--- config.mk ---
export PLATFORM = sky130hd
export DESIGN_NAME = rv32_pipe_ctrl
export DESIGN_NICKNAME = d
export VERILOG_FILES = /design/src/rtl/rv32_pipe_ctrl.sv
export SDC_FILE = /design/constraint.sdc
export NUM_CORES = 1
export LEC_CHECK = 0
export BUFFER_PORTS_ARGS = -buffer_cell sky130_fd_sc_hd__buf_2
export CORE_MARGIN = 10
export CORE_UTILIZATION = 38
export DETAILED_ROUTE_END_ITERATION = 8
export PLACE_DENSITY = 0.75
export SKIP_LAST_GASP = 1
export SLEW_MARGIN = 5
export SYNTH_ARGS = -nofsm -noshare
export SYNTH_HDL_FRONTEND = slang
export SYNTH_SLANG_ARGS = --single-unit
export TNS_END_PERCENT = 20
--- constraint.sdc ---
create_clock -name clk -period 1.5 [get_ports clk]
set_input_delay 0.075 -clock clk [delete_from_list [all_inputs] [get_ports clk]]
set_output_delay 0.075 -clock clk [all_outputs]
set_load 0.02 [all_outputs]
--- src/rtl/rv32_pipe_ctrl.sv ---
// Hazard and sequencing controller for the 5-stage RV32 pipeline.
// Produces stall/flush/bubble controls for PC and the four pipeline queues,
// handles load-use, taken-branch redirect, data-memory waits and halt/drain.
// Optional performance counters are built when PIPE_CTRL_PERF_EN is defined.
module rv32_pipe_ctrl #(
  parameter int unsigned DRAIN_CYCLES = 4,
  parameter int unsigned MEM_TIMEOUT  = 15,
  parameter int unsigned CNT_W        = 4
) (
  input  logic        clk,
  input  logic        rst,
  input  logic [4:0]  id_rs1,
  input  logic [4:0]  id_rs2,
  input  logic        id_uses_rs1,
  input  logic        id_uses_rs2,
  input  logic        id_hlt,
  input  logic [4:0]  ex_rd,
  input  logic        ex_is_load,
  input  logic        ex_branch_taken,
  input  logic        mem_req,
  input  logic        mem_ack,
  input  logic        resume,
  output logic        pc_stall,
  output logic        ifid_stall,
  output logic        ifid_flush,
  output logic        idex_stall,
  output logic        idex_bubble,
  output logic        exmem_stall,
  output logic        memwb_bubble,
  output logic        halted,
  output logic        mem_err,
  output logic [31:0] perf_stall_cnt,
  output logic [31:0] perf_flush_cnt
);

  typedef enum logic [1:0] {StRun, StMemWait, StDrain, StHalted} state_e;

  state_e           state_q, state_d;
  logic             ret_drain_q, ret_drain_d;
  logic [CNT_W-1:0] wait_cnt_q, wait_cnt_d;
  logic [CNT_W-1:0] drain_cnt_q, drain_cnt_d;
  logic             mem_err_q, mem_err_d;

  logic lu_hazard;
  logic mem_miss;
  logic stall_set;
  logic pc_s, ifid_s, ifid_f, idex_b;

  assign lu_hazard = ex_is_load & (ex_rd != 5'd0) &
                     ((id_uses_rs1 & (id_rs1 == ex_rd)) | (id_uses_rs2 & (id_rs2 == ex_rd)));
  assign mem_miss  = mem_req & ~mem_ack;

  // Next-state and raw control decode per FSM state.
  always_comb begin
    state_d     = state_q;
    ret_drain_d = ret_drain_q;
    wait_cnt_d  = wait_cnt_q;
    drain_cnt_d = drain_cnt_q;
    mem_err_d   = mem_err_q;
    stall_set   = 1'b0;
    pc_s        = 1'b0;
    ifid_s      = 1'b0;
    ifid_f      = 1'b0;
    idex_b      = 1'b0;

    unique case (state_q)
      StRun: begin
        if (mem_miss) begin
          stall_set   = 1'b1;
          state_d     = StMemWait;
          wait_cnt_d  = CNT_W'(1);
          ret_drain_d = 1'b0;
        end else if (ex_branch_taken) begin
          ifid_f = 1'b1;
          idex_b = 1'b1;
        end else if (lu_hazard) begin
          pc_s   = 1'b1;
          ifid_s = 1'b1;
          idex_b = 1'b1;
        end else if (id_hlt) begin
          // The halt itself moves on into ID/EX; only younger fetches are killed.
          pc_s        = 1'b1;
          ifid_f      = 1'b1;
          state_d     = StDrain;
          drain_cnt_d = CNT_W'(DRAIN_CYCLES - 1);
        end
      end
      StMemWait: begin
        if (!mem_ack) begin
          stall_set = 1'b1;
          if (wait_cnt_q == CNT_W'(MEM_TIMEOUT)) begin
            mem_err_d = 1'b1;
            state_d   = StHalted;
          end else begin
            wait_cnt_d = wait_cnt_q + CNT_W'(1);
          end
        end else begin
          state_d = ret_drain_q ? StDrain : StRun;
          if (ret_drain_q) begin
            pc_s   = 1'b1;
            ifid_f = 1'b1;
          end
        end
      end
      StDrain: begin
        pc_s   = 1'b1;
        ifid_f = 1'b1;
        if (mem_miss) begin
          stall_set   = 1'b1;
          state_d     = StMemWait;
          wait_cnt_d  = CNT_W'(1);
          ret_drain_d = 1'b1;
        end else if (drain_cnt_q == '0) begin
          state_d = StHalted;
        end else begin
          drain_cnt_d = drain_cnt_q - CNT_W'(1);
        end
      end
      StHalted: begin
        stall_set = 1'b1;
        if (resume) begin
          state_d = StRun;
          ifid_f  = 1'b1;
        end
      end
      default: state_d = StRun;
    endcase
  end

  // Output resolution: flush/bubble beats stall on the same queue; reset forces all low.
  always_comb begin
    pc_stall     = ~rst & (pc_s | stall_set);
    ifid_flush   = ~rst & ifid_f;
    ifid_stall   = ~rst & (ifid_s | stall_set) & ~ifid_f;
    idex_bubble  = ~rst & idex_b;
    idex_stall   = ~rst & stall_set & ~idex_b;
    exmem_stall  = ~rst & stall_set;
    memwb_bubble = ~rst & stall_set;
    halted       = ~rst & (state_q == StHalted);
    mem_err      = ~rst & mem_err_q;
  end

  // Controller state registers.
  always_ff @(posedge clk or posedge rst) begin
    if (rst) begin
      state_q     <= StRun;
      ret_drain_q <= 1'b0;
      wait_cnt_q  <= '0;
      drain_cnt_q <= '0;
      mem_err_q   <= 1'b0;
    end else begin
      state_q     <= state_d;
      ret_drain_q <= ret_drain_d;
      wait_cnt_q  <= wait_cnt_d;
      drain_cnt_q <= drain_cnt_d;
      mem_err_q   <= mem_err_d;
    end
  end

`ifdef PIPE_CTRL_PERF_EN
  logic [31:0] perf_stall_q, perf_stall_d;
  logic [31:0] perf_flush_q, perf_flush_d;

  // Stall cycles outside HALTED and flush events while running; both wrap.
  always_comb begin
    perf_stall_d = perf_stall_q;
    perf_flush_d = perf_flush_q;
    if (pc_stall && (state_q != StHalted)) perf_stall_d = perf_stall_q + 32'd1;
    if (ifid_flush && (state_q == StRun))  perf_flush_d = perf_flush_q + 32'd1;
  end

  // Performance counter registers.
  always_ff @(posedge clk or posedge rst) begin
    if (rst) begin
      perf_stall_q <= '0;
      perf_flush_q <= '0;
    end else begin
      perf_stall_q <= perf_stall_d;
      perf_flush_q <= perf_flush_d;
    end
  end

  assign perf_stall_cnt = perf_stall_q;
  assign perf_flush_cnt = perf_flush_q;
`else
  assign perf_stall_cnt = 32'd0;
  assign perf_flush_cnt = 32'd0;
`endif

endmodule

==> flow_metrics.tcl <==
set metrics [dict create \
    status "finished, final reports clean" \
    clock_latency_ps 240 \
    powerDensity_nw_per_um2 1325 \
    placementRows 22 \
    regToRegEndpoint "state_q[1]" \
    synthDistinctLibCells 38 \
    io_pins 98 \
    synth_most_common_cell "buf_4" \
    routabilityCongestion 0.7791 \
    worst_setup_path_end_kind "primary output" \
    grt_pass1_vias 1305 \
    holdCritStartpoint "ex_branch_taken" \
    cap_viol_max_count 0 \
    synthArstFlopShare_pct 100.0 \
    netlist_area_um2 1468 \
    fin_util_pct 47.05 \
    remaining_drc_errors 0 \
    wl_mm 3.826 \
    htree_levels 1 \
    max_freq_mhz 668.4 \
    grt_pass1_wl_mm 5.885 \
    worst_hold_path_type "in2reg" \
    multiInputGateArea_um2 928.4 \
    hold_violations 0 \
    drive_gt1_share_pct 30.29 \
    hold_depth 4 \
    synth_cells 184 \
    ys_ff_latch 12 \
    antenna_found_initial 0 \
    diodes 0 \
    ys_warn_count 0 \
    yosysTopAreaCellShare_pct 33.25 \
    synth_edf_count 0 \
    grt_util_met3_pct 2.700 \
    busiest_layer "met2" \
    r2r-start "wait_cnt_q[0]" \
    yosysSeqAreaShare_pct 20.46 \
    syn_area_per_cell_um2 7.976 \
    worstHoldEndpoint "state_q[1]" \
    globalRouteTotalUtil_pct 10.61 \
    start_util_pct 39.79 \
    syn2layout_area_growth_pct 18.24 \
    die_y_um 82.15 \
    synth_area_leaders "buf_4, dfrtp_1, xnor2_1" \
    register_area_um2 301.5 \
    path_class "reg2out" \
    die_w_um 82.15 \
    rr_worst_depth 5 \
    instances_no_fill 289 \
    nFillCells 378 \
    rsz0062_at_grt "yes" \
    finalCritPeriodShare_pct 99.75 \
    die-area_um2 6748 \
    core_um2 3689 \
    gr-usage-met2_pct 21.24 \
    ctsRootBufferMaster "clkbuf_8" \
    overflow 0 \
    nets 271 \
    yosysTopAreaCell "buf_4" \
    vias 1275 \
    ant_nets 0 \
    wl_per_cell_um 13.24 \
    drtIter0Drc 70 \
    path_clk_slew_ps 50 \
    p_leak_nw 0.9244 \
    reg2reg_slack_ps 70 \
    peakVddDrop_uv 799.1 \
    worst_ep_arrival_time_ps 1420 \
    skew_ps 3.515 \
    cts.sinks 12 \
    fin_crit_ps 1496 \
    drtPass1Iterations 4 \
    cts_buffers 3 \
    required_ps 1420 \
    placedCellCount 280 \
    report.final.slew_viol_count 0 \
    port-buffer-count 33 \
    via_per_inst 4.412 \
    cts_tree "done" \
    grt_max_degree 10 \
    p_total_mw 2.299 \
    cp_max_fo 5 \
    yosys_most_used_dff "dfrtp_1" \
    finalSetupViolCount 0 \
    dp_hpwl_mm 3.271 \
    ys_top_cells_by_count "buf_4, dfrtp_1, nor2_1" \
    startpoint_type "flip-flop" \
    use_met1_pct 11.05 \
    clockBufferDepth 2 \
]
power by group:
group	switching [mW]	internal, mW	total [mW]
clock	0.116	0.177	0.293
sequential	0.120	0.445	0.565
combinational	0.799	0.643	1.44
total	1.03	1.26	2.30
flip-flops by register name, indices dropped and copies added, names as in the netlist:
name	count
drain_cnt_q	4
wait_cnt_q	4
state_q	2
mem_err_q	1
ret_drain_q	1
cell families after synthesis:
kind of cell / after synthesis / synth area share, %
muxes: 1 / 0.6820
AOI/OAI and AO/OA: 36 / 17.56
and+or+nand+nor: 45 / 15.35
xor gates and xnor gates: 12 / 7.161
adders and majority gates: 3 / 2.558
other: 1 / 0.2555
buffers and inverters: 74 / 35.98
DFF: 12 / 20.46
critical path: stages (launching register included):
cell     delay, ps
dfrtp_1        410
buf_6          150
nor2b_4        110
nor3_2          60
a41o_1         190
and2_1         140
buf_6          130
per-layer routing:
layer  share of wire (%)  vias up
met3                 8.2        2
met1                  36      620
met2                  56       44
li1                    -      609
met4                0.10        0
met5                   0        -
worst max path at each step:
stage	start	to	slack [ps]	cells past startpoint
after floorplan	wait_cnt_q[0]	wait_cnt_q[3]	5	5
after global placement	ex_rd[1]	ifid_stall	-0.4	6
after detailed placement	ex_rd[1]	ifid_stall	-20	6
after CTS	state_q[1]	ifid_stall	-30	6
after global routing	state_q[0]	pc_stall	-60	6
final	state_q[1]	ifid_stall	4	6
through the flow:
step                hold slack [ps]  area [um2]  setup WS [ps]  setup TNS, ps
floorplan                    -40.98        1709          5.107              0
global placement              77.47        1579        -0.4201        -0.4201
detailed placement            80.82        1579         -17.42         -17.42
CTS                           196.2        1665         -30.72         -44.81
global route                  225.8        1735         -56.88         -332.6
finish                        197.6        1735          3.777              0
placed cells by master, fill, tap and decap left out, types with 2 or more instances in the layout:
cell type      instances
a21oi_1               10
a31oi_1                2
a41o_1                 2
buf_2                 31
buf_4                 23
buf_6                  3
clkbuf_8               3
conb_1                64
dfrtp_1               11
dlygate4sd3_1          2
ha_1                   3
inv_1                  6
nand2_1                9
nand2b_1               5
nand4_1                3
nor2_1                 8
nor2_2                 3
nor2b_1                4
nor3_1                 6
o211ai_1               2
o21ai_0                4
o31ai_1                3
xnor2_1               10
xor2_1                 2
area by class of cell:
type,count,area share [%]
repair buffers,59,21.99
multi-input cells,161,53.50
clock buffers,3,2.379
inverters,6,1.298
well taps,48,3.461
flip-flops and latches,12,17.38
repair_timing:
item,4_1_cts,5_1_grt
endpoints found under the hold margin,4,0
hold buffers,2,0
pin swaps,0,5
gates resized for setup,7,11
setup buffers,1,3
setup endpoints to repair,3,11
Power figures use the tool's default switching activity.
